==> config.mk <==
export PLATFORM = sky130hd
export DESIGN_NAME = exec_cc_mreg_flat
export DESIGN_NICKNAME = d
export VERILOG_FILES = /design/src/rtl/exec_cc_mreg_if.sv /design/src/rtl/exec_cc_mreg.sv /design/src/flat_wrapper.sv
export SDC_FILE = /design/constraint.sdc
export NUM_CORES = 1
export LEC_CHECK = 0
export CAP_MARGIN = 20
export CORE_AREA = 10 10 159 161
export DETAILED_ROUTE_END_ITERATION = 16
export DIE_AREA = 0 0 169 171
export RECOVER_POWER = 25
export SYNTH_ARGS = -nofsm -noshare
export SYNTH_HDL_FRONTEND = slang
export SYNTH_SLANG_ARGS = --single-unit
==> constraint.sdc <==
create_clock -name clk -period 3.2 [get_ports clk]
set_input_delay 0.48 -clock clk [delete_from_list [all_inputs] [get_ports clk]]
set_output_delay 0.48 -clock clk [all_outputs]
set_load 0.02 [all_outputs]
==> src/rtl/exec_cc_mreg_if.sv <==
// E-stage to M-register bus for exec_cc_mreg: execute-stage inputs, CC/Cnd results
// and the registered M-stage outputs.
interface exec_cc_mreg_if #(
  parameter int W = 64
);
  logic [2:0]   e_stat;
  logic [3:0]   e_icode;
  logic [3:0]   e_ifun;
  logic [W-1:0] alu_a;
  logic [W-1:0] alu_b;
  logic [W-1:0] e_valE;
  logic [W-1:0] e_valA;
  logic [3:0]   e_dstE;
  logic [3:0]   e_dstM;
  logic         set_cc;
  logic         cc_inhibit;
  logic         m_stall;
  logic         m_bubble;
  logic         e_Cnd;
  logic [2:0]   cc;
  logic [2:0]   M_stat;
  logic [3:0]   M_icode;
  logic         M_Cnd;
  logic [W-1:0] M_valE;
  logic [W-1:0] M_valA;
  logic [3:0]   M_dstE;
  logic [3:0]   M_dstM;

  modport master (
    output e_stat, e_icode, e_ifun, alu_a, alu_b, e_valE, e_valA, e_dstE, e_dstM,
    output set_cc, cc_inhibit, m_stall, m_bubble,
    input  e_Cnd, cc, M_stat, M_icode, M_Cnd, M_valE, M_valA, M_dstE, M_dstM
  );

  modport slave (
    input  e_stat, e_icode, e_ifun, alu_a, alu_b, e_valE, e_valA, e_dstE, e_dstM,
    input  set_cc, cc_inhibit, m_stall, m_bubble,
    output e_Cnd, cc, M_stat, M_icode, M_Cnd, M_valE, M_valA, M_dstE, M_dstM
  );
endinterface

==> src/rtl/exec_cc_mreg.sv <==
// Y86-64 execute back end: condition-code register, jXX/cmovXX condition and E->M register.
// Optional retired-instruction counter (perf_instr) enabled by macro EXEC_PERF_CNT_EN.
module exec_cc_mreg #(
  parameter int         W        = 64,
  parameter logic [3:0] RNONE    = 4'hF,
  parameter logic [3:0] I_NOP    = 4'h1,
  parameter logic [3:0] I_CMOVXX = 4'h2,
  parameter logic [2:0] S_AOK    = 3'd1
) (
  input  logic        clk,
  input  logic        rst_n,
`ifdef EXEC_PERF_CNT_EN
  output logic [31:0] perf_instr,
`endif
  exec_cc_mreg_if.slave bus
);

  // Overflow only has meaning for add and sub; sub computes alu_b - alu_a.
  function automatic logic calc_of(input logic [3:0] ifun, input logic a_msb,
                                   input logic b_msb, input logic e_msb);
    logic of;
    case (ifun)
      4'd0:    of = (a_msb == b_msb) && (e_msb != a_msb);
      4'd1:    of = (a_msb != b_msb) && (e_msb != b_msb);
      default: of = 1'b0;
    endcase
    return of;
  endfunction

  function automatic logic eval_cnd(input logic [2:0] cc, input logic [3:0] ifun);
    logic zf;
    logic x;
    logic res;
    zf = cc[2];
    x  = cc[1] ^ cc[0];
    case (ifun)
      4'd0:    res = 1'b1;
      4'd1:    res = x | zf;
      4'd2:    res = x;
      4'd3:    res = zf;
      4'd4:    res = !zf;
      4'd5:    res = !x;
      4'd6:    res = !x && !zf;
      default: res = 1'b0;
    endcase
    return res;
  endfunction

  logic [2:0]   r_cc;
  logic [2:0]   r_m_stat;
  logic [3:0]   r_m_icode;
  logic         r_m_cnd;
  logic [W-1:0] r_m_valE;
  logic [W-1:0] r_m_valA;
  logic [3:0]   r_m_dstE;
  logic [3:0]   r_m_dstM;

  logic         w_zf;
  logic         w_sf;
  logic         w_of;
  logic         w_cnd;
  logic [3:0]   w_dstE;

  // New flags from the current ALU result; Cnd uses only the flags already registered.
  always_comb begin
    w_zf  = (bus.e_valE == {W{1'b0}});
    w_sf  = bus.e_valE[W-1];
    w_of  = calc_of(bus.e_ifun, bus.alu_a[W-1], bus.alu_b[W-1], bus.e_valE[W-1]);
    w_cnd = eval_cnd(r_cc, bus.e_ifun);
    if ((bus.e_icode == I_CMOVXX) && !w_cnd) begin
      w_dstE = RNONE;
    end else begin
      w_dstE = bus.e_dstE;
    end
  end

  // Condition-code register; writes ignore M-register stall and bubble.
  always_ff @(posedge clk) begin
    if (!rst_n) begin
      r_cc <= 3'b100;
    end else if (bus.set_cc && !bus.cc_inhibit) begin
      r_cc <= {w_zf, w_sf, w_of};
    end else begin
      r_cc <= r_cc;
    end
  end

  // E->M pipeline register: reset, then stall (beats bubble), then bubble, then load.
  always_ff @(posedge clk) begin
    if (!rst_n || (!bus.m_stall && bus.m_bubble)) begin
      r_m_stat  <= S_AOK;
      r_m_icode <= I_NOP;
      r_m_cnd   <= 1'b0;
      r_m_valE  <= {W{1'b0}};
      r_m_valA  <= {W{1'b0}};
      r_m_dstE  <= RNONE;
      r_m_dstM  <= RNONE;
    end else if (bus.m_stall) begin
      r_m_stat  <= r_m_stat;
      r_m_icode <= r_m_icode;
      r_m_cnd   <= r_m_cnd;
      r_m_valE  <= r_m_valE;
      r_m_valA  <= r_m_valA;
      r_m_dstE  <= r_m_dstE;
      r_m_dstM  <= r_m_dstM;
    end else begin
      r_m_stat  <= bus.e_stat;
      r_m_icode <= bus.e_icode;
      r_m_cnd   <= w_cnd;
      r_m_valE  <= bus.e_valE;
      r_m_valA  <= bus.e_valA;
      r_m_dstE  <= w_dstE;
      r_m_dstM  <= bus.e_dstM;
    end
  end

  assign bus.e_Cnd   = w_cnd;
  assign bus.cc      = r_cc;
  assign bus.M_stat  = r_m_stat;
  assign bus.M_icode = r_m_icode;
  assign bus.M_Cnd   = r_m_cnd;
  assign bus.M_valE  = r_m_valE;
  assign bus.M_valA  = r_m_valA;
  assign bus.M_dstE  = r_m_dstE;
  assign bus.M_dstM  = r_m_dstM;

`ifdef EXEC_PERF_CNT_EN
  logic [31:0] r_perf;

  // Saturating count of non-NOP instructions actually loaded into M.
  always_ff @(posedge clk) begin
    if (!rst_n) begin
      r_perf <= 32'd0;
    end else if (!bus.m_stall && !bus.m_bubble && (bus.e_icode != I_NOP) &&
                 (r_perf != 32'hFFFF_FFFF)) begin
      r_perf <= r_perf + 32'd1;
    end else begin
      r_perf <= r_perf;
    end
  end

  assign perf_instr = r_perf;
`endif

endmodule

==> src/flat_wrapper.sv <==
// flat-port wrapper written by rule: the top's interface ports become plain ports
module exec_cc_mreg_flat 
#(
  parameter int         W        = 64,
  parameter logic [3:0] RNONE    = 4'hF,
  parameter logic [3:0] I_NOP    = 4'h1,
  parameter logic [3:0] I_CMOVXX = 4'h2,
  parameter logic [2:0] S_AOK    = 3'd1
)
  (clk, rst_n, bus_e_stat, bus_e_icode, bus_e_ifun, bus_alu_a, bus_alu_b, bus_e_valE, bus_e_valA, bus_e_dstE, bus_e_dstM, bus_set_cc, bus_cc_inhibit, bus_m_stall, bus_m_bubble, bus_e_Cnd, bus_cc, bus_M_stat, bus_M_icode, bus_M_Cnd, bus_M_valE, bus_M_valA, bus_M_dstE, bus_M_dstM);
  exec_cc_mreg_if #(.W(W)) bus_i ();
  input  logic clk;
  input  logic rst_n;
  input wire logic [$bits(bus_i.e_stat)-1:0] bus_e_stat;
  input wire logic [$bits(bus_i.e_icode)-1:0] bus_e_icode;
  input wire logic [$bits(bus_i.e_ifun)-1:0] bus_e_ifun;
  input wire logic [$bits(bus_i.alu_a)-1:0] bus_alu_a;
  input wire logic [$bits(bus_i.alu_b)-1:0] bus_alu_b;
  input wire logic [$bits(bus_i.e_valE)-1:0] bus_e_valE;
  input wire logic [$bits(bus_i.e_valA)-1:0] bus_e_valA;
  input wire logic [$bits(bus_i.e_dstE)-1:0] bus_e_dstE;
  input wire logic [$bits(bus_i.e_dstM)-1:0] bus_e_dstM;
  input wire logic [$bits(bus_i.set_cc)-1:0] bus_set_cc;
  input wire logic [$bits(bus_i.cc_inhibit)-1:0] bus_cc_inhibit;
  input wire logic [$bits(bus_i.m_stall)-1:0] bus_m_stall;
  input wire logic [$bits(bus_i.m_bubble)-1:0] bus_m_bubble;
  output wire logic [$bits(bus_i.e_Cnd)-1:0] bus_e_Cnd;
  output wire logic [$bits(bus_i.cc)-1:0] bus_cc;
  output wire logic [$bits(bus_i.M_stat)-1:0] bus_M_stat;
  output wire logic [$bits(bus_i.M_icode)-1:0] bus_M_icode;
  output wire logic [$bits(bus_i.M_Cnd)-1:0] bus_M_Cnd;
  output wire logic [$bits(bus_i.M_valE)-1:0] bus_M_valE;
  output wire logic [$bits(bus_i.M_valA)-1:0] bus_M_valA;
  output wire logic [$bits(bus_i.M_dstE)-1:0] bus_M_dstE;
  output wire logic [$bits(bus_i.M_dstM)-1:0] bus_M_dstM;
  assign bus_i.e_stat = bus_e_stat;
  assign bus_i.e_icode = bus_e_icode;
  assign bus_i.e_ifun = bus_e_ifun;
  assign bus_i.alu_a = bus_alu_a;
  assign bus_i.alu_b = bus_alu_b;
  assign bus_i.e_valE = bus_e_valE;
  assign bus_i.e_valA = bus_e_valA;
  assign bus_i.e_dstE = bus_e_dstE;
  assign bus_i.e_dstM = bus_e_dstM;
  assign bus_i.set_cc = bus_set_cc;
  assign bus_i.cc_inhibit = bus_cc_inhibit;
  assign bus_i.m_stall = bus_m_stall;
  assign bus_i.m_bubble = bus_m_bubble;
  assign bus_e_Cnd = bus_i.e_Cnd;
  assign bus_cc = bus_i.cc;
  assign bus_M_stat = bus_i.M_stat;
  assign bus_M_icode = bus_i.M_icode;
  assign bus_M_Cnd = bus_i.M_Cnd;
  assign bus_M_valE = bus_i.M_valE;
  assign bus_M_valA = bus_i.M_valA;
  assign bus_M_dstE = bus_i.M_dstE;
  assign bus_M_dstM = bus_i.M_dstM;
  exec_cc_mreg #(.W(W), .RNONE(RNONE), .I_NOP(I_NOP), .I_CMOVXX(I_CMOVXX), .S_AOK(S_AOK)) u_core (.clk(clk), .rst_n(rst_n), .bus(bus_i));
endmodule
======== After elaboration in Yosys (flattened, before gate mapping) ========
Index checks and enable logic that the tools add are counted.
storage, ports and cells
  bits in registers ....................... 147
  bits in latches ......................... 0
  RAM bits ................................ 0
  ROM bits ................................ 0
  input port bits ......................... 281
  output and inout bits ................... 148
  word-level logic and storage cells ...... 39
  memories ................................ 0
cells by class
  $add $sub $neg .......................... 0
  multipliers ............................. 0
  div/mod/pow operators ................... 0
  magnitude comparators ................... 0
  equality and inequality tests ........... 11
  shift operators ......................... 0
  mux-type cells .......................... 3
  bitwise operators ....................... 2
  reduce and logical (&&, ||, !) cells .... 15
operators with widths
  kind                  count
  $logic_not A64 Y1     1
  $eq A4 B2 Y1 const B  3
  $eq A4 B3 Y1 const B  3
  $pmux W1 S7           1
  $logic_and A1 B1 Y1   6
  $logic_not A1 Y1      6
  $eq A4 B1 Y1 const B  1
  $logic_not A4 Y1      1
  $mux W4               1
  $ne A1 B1 Y1          3
  $pmux W1 S2           1
  $eq A1 B1 Y1          1
  $logic_or A1 B1 Y1    1
  $or A1 B1 Y1          1
  $xor A1 B1 Y1         1

======== Depth between registers and ports, before layout ========
  depth in word-level cells ............... 7
  gate-level depth with buffers ........... 5
  depth with buffers taken out ............ 4

======== Worst setup path before layout ========
No wires, ideal clock.
  path type ............................... input port to output port
  from .................................... input bus_e_ifun[0]
  to ...................................... output bus_e_Cnd
  arrival ................................. 1.215 ns
  data required time ...................... 2.720 ns
  setup slack ............................. 1.505 ns
  stages .................................. 3
  path buffers ............................ 0
  cell sequence ........................... or2_2 -> a21oi_1 -> o211a_1
on the way
  longest elaborated chain between the ends .. 2
  elaborated cells between the ends (all ways) .. 8
  classes of those cells .................. eq/ne: 6; mux: 1; reduce/logical: 1
RTL lines
  what                                  line                source
  start: declaration                    flat_wrapper.sv:16  input wire logic [$bits(bus_i.e_ifun)-1:0] bus_e_ifun;
  $eq A4 B3 Y1 (tied with other cells)  exec_cc_mreg.sv:36  case (ifun)
  $pmux W1 S7 (*)                       exec_cc_mreg.sv:36
  end: declaration                      flat_wrapper.sv:27  output wire logic [$bits(bus_i.e_Cnd)-1:0] bus_e_Cnd;
Mark *: on every way between the ends. The rest lies on a longest branch, timed or not.

======== Worst setup path in the final report ========
Ends and elaborated chain as after synthesis.

==> impl_table.tex <==
\begin{tabular}{lr}
\hline
Metric & Value \\
\hline
\multicolumn{2}{l}{\textbf{Drt}} \\
\quad Vias & 4759 \\
\quad Remaining number of nets flagged by the antenna check after routing & 0 \\
\quad Average wire per standard cell & 18.1 um \\
\quad Detailed-route DRC error count & 0 \\
\quad Number of DRC markers in iteration 0 & 204 \\
\quad Via count normalized by instance count & 4.28 \\
\quad First drt pass iteration count & 4 \\
\quad Wire length after detailed routing & 20100 um \\
\multicolumn{2}{l}{\textbf{CTS}} \\
\quad CTS H-Tree Depth & 4 \\
\quad Post-CTS clock slew at the launch and capture registers of the worst setup and hold paths & 0.06 ns \\
\quad Clock net sink count & 147 \\
\quad Postcts setup bufs & 0 \\
\quad Buffer depth of the longest clock path & 2 \\
\quad Clk root buf & sky130\_fd\_sc\_hd\_\_clkbuf\_16 \\
\quad Inserted Clock Buffers & 17 \\
\quad Post-cts gate resize count & 0 \\
\quad Count of hold-fix buffers inserted at cts & 0 \\
\quad Insertion delay to the later sink of the worst-skew pair & 0.41 ns \\
\quad CTS tree & yes \\
\multicolumn{2}{l}{\textbf{Status}} \\
\quad Violated checks & max-capacitance violations, max-slew violations \\
\quad Result of the run & finished, violations left \\
\multicolumn{2}{l}{\textbf{Floorplanning}} \\
\quad Initial Util & 24.6\% \\
\quad Die height & 171 um \\
\quad Std cell rows & 55 \\
\quad Area of the core & 0.0222 mm2 \\
\quad Die area & 0.0289 mm2 \\
\quad Die boundary width & 169 um \\
\quad I/O pin count & 429 \\
\multicolumn{2}{l}{\textbf{STA}} \\
\quad Max Clock Freq & 0.341 GHz \\
\quad Final setup vio count & 0 \\
\quad Worst relative slew slack & -10.1\% \\
\quad Shortest period the worst path allows & 2.93 ns \\
\quad Setup repair after global routing missed its margin & no \\
\quad Transition time at the pin with the least slew margin & 1.64 ns \\
\quad Worst slack on hold paths & 0.406 ns \\
\quad Clock skew after layout & 0.00638 ns \\
\quad Final TNS setup & 0 ns \\
\quad Final Hold Violating Endpoints & 0 \\
\quad Slew Viols, Final & 20 \\
\quad Final Cycle Share & 91.6\% \\
\multicolumn{2}{l}{\textbf{Yosys}} \\
\quad Sequential area share after synthesis & 53.8\% \\
\quad Synth Cell Area & 0.00547 mm2 \\
\quad Register bit count reported by yosys & 147 \\
\quad Total nets after synthesis & 801 \\
\quad Synth Area per Inst & 10.5 um2 \\
\quad Cell count after synthesis & 520 \\
\quad Yosys warnings & 0 \\
\quad Count of different cell masters after synthesis & 30 \\
\multicolumn{2}{l}{\textbf{Global route}} \\
\quad Number of global-route vias before repair & 5023 \\
\quad Remaining global-route overflow & 0 \\
\quad Pin count of the biggest net entering global routing & 81 \\
\quad Global-route total usage across every layer & 13.3\% \\
\quad Global-route wire length before repair & 30000 um \\
\quad Antenna violations before repair & 2 \\
\multicolumn{2}{l}{\textbf{Job}} \\
\quad MaxCap Viol Count & 1 \\
\multicolumn{2}{l}{\textbf{Setup path}} \\
\quad Top fanout value on the critical path & 6 \\
\quad WS Path Type & in2out \\
\quad Category of the worst setup path launch point & input pin \\
\quad Bufs and invs on worst path & 2 \\
\quad Worst path most repeated cell & sky130\_fd\_sc\_hd\_\_clkdlybuf4s50\_1 \\
\quad Critical Path, Cell by Cell & clkdlybuf4s50\_1, or2\_2, a21oi\_1, o211a\_1, clkdlybuf4s50\_1 \\
\quad Crit-path leading delay family & buffers and inverters \\
\quad Critical-path cell with the highest stage delay & sky130\_fd\_sc\_hd\_\_clkdlybuf4s50\_1 \\
\quad Startpoint of the most critical register-to-register path & u\_core.bus.cc[1] \\
\quad Capture point of the worst path & bus\_e\_Cnd \\
\quad FF-to-FF path depth & 4 \\
\quad Total number of cells along the worst setup path & 5 \\
\quad Worst endpoint data arrival time & 2.45 ns \\
\quad Delay contributed by the slowest stage of the critical path & 0.69 ns \\
\quad Data required time of the worst path & 2.72 ns \\
\quad Endpoint kind of the worst setup timing path & output port \\
\quad Launching element of the worst setup path & bus\_e\_ifun[0] \\
\quad FF-to-FF End & u\_core.bus.M\_Cnd \\
\quad Reg2reg setup slack & 1.84 ns \\
\multicolumn{2}{l}{\textbf{Hold path}} \\
\quad Worst min-delay path category & in2reg \\
\multicolumn{2}{l}{\textbf{Finish}} \\
\quad Most frequent standard cell in the layout excluding fill and tap cells & sky130\_fd\_sc\_hd\_\_clkdlybuf4s50\_1 \\
\quad Commonest cells after routing, fill and taps aside & 299 x sky130\_fd\_sc\_hd\_\_clkdlybuf4s50\_1, 147 x sky130\_fd\_sc\_hd\_\_dfxtp\_1, 136 x sky130\_fd\_sc\_hd\_\_mux2i\_1, 133 x sky130\_fd\_sc\_hd\_\_nor2\_1, 17 x sky130\_fd\_sc\_hd\_\_clkbuf\_16 \\
\quad Area taken by flip-flops and latches & 0.00294 mm2 \\
\quad Number of filler cells placed in the layout & 2189 \\
\quad Total Nets Final & 1095 \\
\quad Layout overhead on the synthesized area & 70.6\% \\
\quad Area of the multi-input gates & 0.00234 mm2 \\
\quad Share of post-route cells with drive strength above 1 & 5.21\% \\
\multicolumn{2}{l}{\textbf{Power and ir drop}} \\
\quad Cell leakage power & 3.81 nW \\
\quad Peak VDD IR & 0.302 mV \\
\quad Total power & 4.77 mW \\
\quad Total power density per cell area & 511 mW/mm2 \\
\multicolumn{2}{l}{\textbf{Place}} \\
\quad Half-perimeter wire length after detailed placement & 15500 um \\
\quad Number of buffers added on ports & 302 \\
\quad Final weighted congestion of routability-driven global placement & 0.722 \\
\hline
\end{tabular}
==> kinds of logic (layout without fill, tap and decap cells) <==
| logic type | Yosys count | count (layout) | synth area share [%] |
|---|---|---|---|
| other | 0 | 2 | 0 |
| multiplexers | 136 | 136 | 24.9 |
| buffers and inverters | 38 | 344 | 3.43 |
| flip-flops | 147 | 147 | 53.8 |
| XOR/XNOR | 2 | 2 | 0.320 |
| AND/OR/NAND/NOR | 173 | 173 | 14.3 |
| AO/OA/AOI/OAI | 24 | 24 | 3.29 |
==> routing by layer <==
metal | GRT usage, % | share of wire (%) | up-vias
li1 | - | - | 2369
met1 | 15.1 | 41 | 2187
met2 | 21.0 | 46 | 190
met3 | 7.30 | 12 | 13
met4 | 4.05 | 1.1 | 0
met5 | 0 | 0 | -
==> worst min-delay path by stage <==
stage          slack, ns                    end             startpoint  depth (start not counted)
2_1_floorplan       0.59  u_core.bus.M_icode[1]  u_core.bus.M_icode[1]                          2
3_3_place_gp        0.45   u_core.bus.M_dstM[3]   u_core.bus.M_dstM[3]                          1
3_5_place_dp        0.45   u_core.bus.M_dstM[3]   u_core.bus.M_dstM[3]                          1
4_1_cts             0.39   u_core.bus.M_dstM[1]            bus_m_stall                          2
5_1_grt             0.41   u_core.bus.M_dstM[2]            bus_m_stall                          2
6_report            0.41   u_core.bus.M_dstM[1]            bus_m_stall                          2
==> cell usage after synthesis, drive strengths merged <==
master	count	area, um2
nand3b	1	7.51
a21boi	1	7.51
mux2i	136	1360
nand2b	5	31.3
nor3b	1	12.5
inv	6	22.5
a31oi	5	31.3
o21ai	3	15.0
dfxtp	147	2940
nor4	17	131
nor2	133	499
nor2b	8	50.1
nand4b	1	8.76
nand3	1	5.00
a32o	1	10.0
o41ai	1	16.3
a21oi	1	5.00
o22ai	4	25.0
o211a	1	10.0
or2	1	6.26
a211o	6	52.6
buf	28	150
nand2	2	7.51
clkbuf	4	15.0
nand4	2	12.5
xor2	2	17.5
a22oi	1	7.51
or4	1	7.51
==> report_power, final <==
group / internal (mW) / switching [mW]
Clock: 1.16 / 0.833
Combinational: 0.436 / 0.364
Sequential: 1.92 / 0.0481
Total: 3.52 / 1.25
==> sequential cells by signal, summed over array words and instances (netlist names) <==
name                count
u_core.bus.M_Cnd        1
u_core.bus.M_icode      4
u_core.bus.M_valA      64
u_core.bus.M_stat       3
u_core.bus.M_dstM       4
u_core.bus.M_dstE       4
u_core.bus.M_valE      64
u_core.bus.cc           3
==> area by class of cell <==
type	instances	area share, %
clock inverters	13	1.61
repair buffers	307	33.1
clock buffers	18	4.60
multi-input cells	335	25.1
inverters	6	0.241
well taps	285	3.82
flip-flops and latches	147	31.5
diodes	2	0.0536
==> worst reg2reg max path: cells and delay by family (launching register included) <==
| family | cells | cell delay [ns] |
|---|---|---|
| XOR/XNOR | 1 | 0.22 |
| flip-flops | 1 | 0.37 |
| AO/OA/AOI/OAI | 3 | 0.65 |
==> metrics by stage <==
stage | setup WS, ns | area [um2] | utilization, % | std cells
2_1_floorplan | 1.51 | 5470 | - | 520
3_3_place_gp | 0.241 | 8760 | 39.4 | 1080
5_1_grt | 0.174 | 9330 | 42.0 | 1111
4_1_cts | 0.233 | 9340 | 42.0 | 1111
3_5_place_dp | 0.234 | 8760 | 39.4 | 1080
6_report | 0.270 | 9330 | 42.0 | 1113
(Power assumes the default switching activity.)
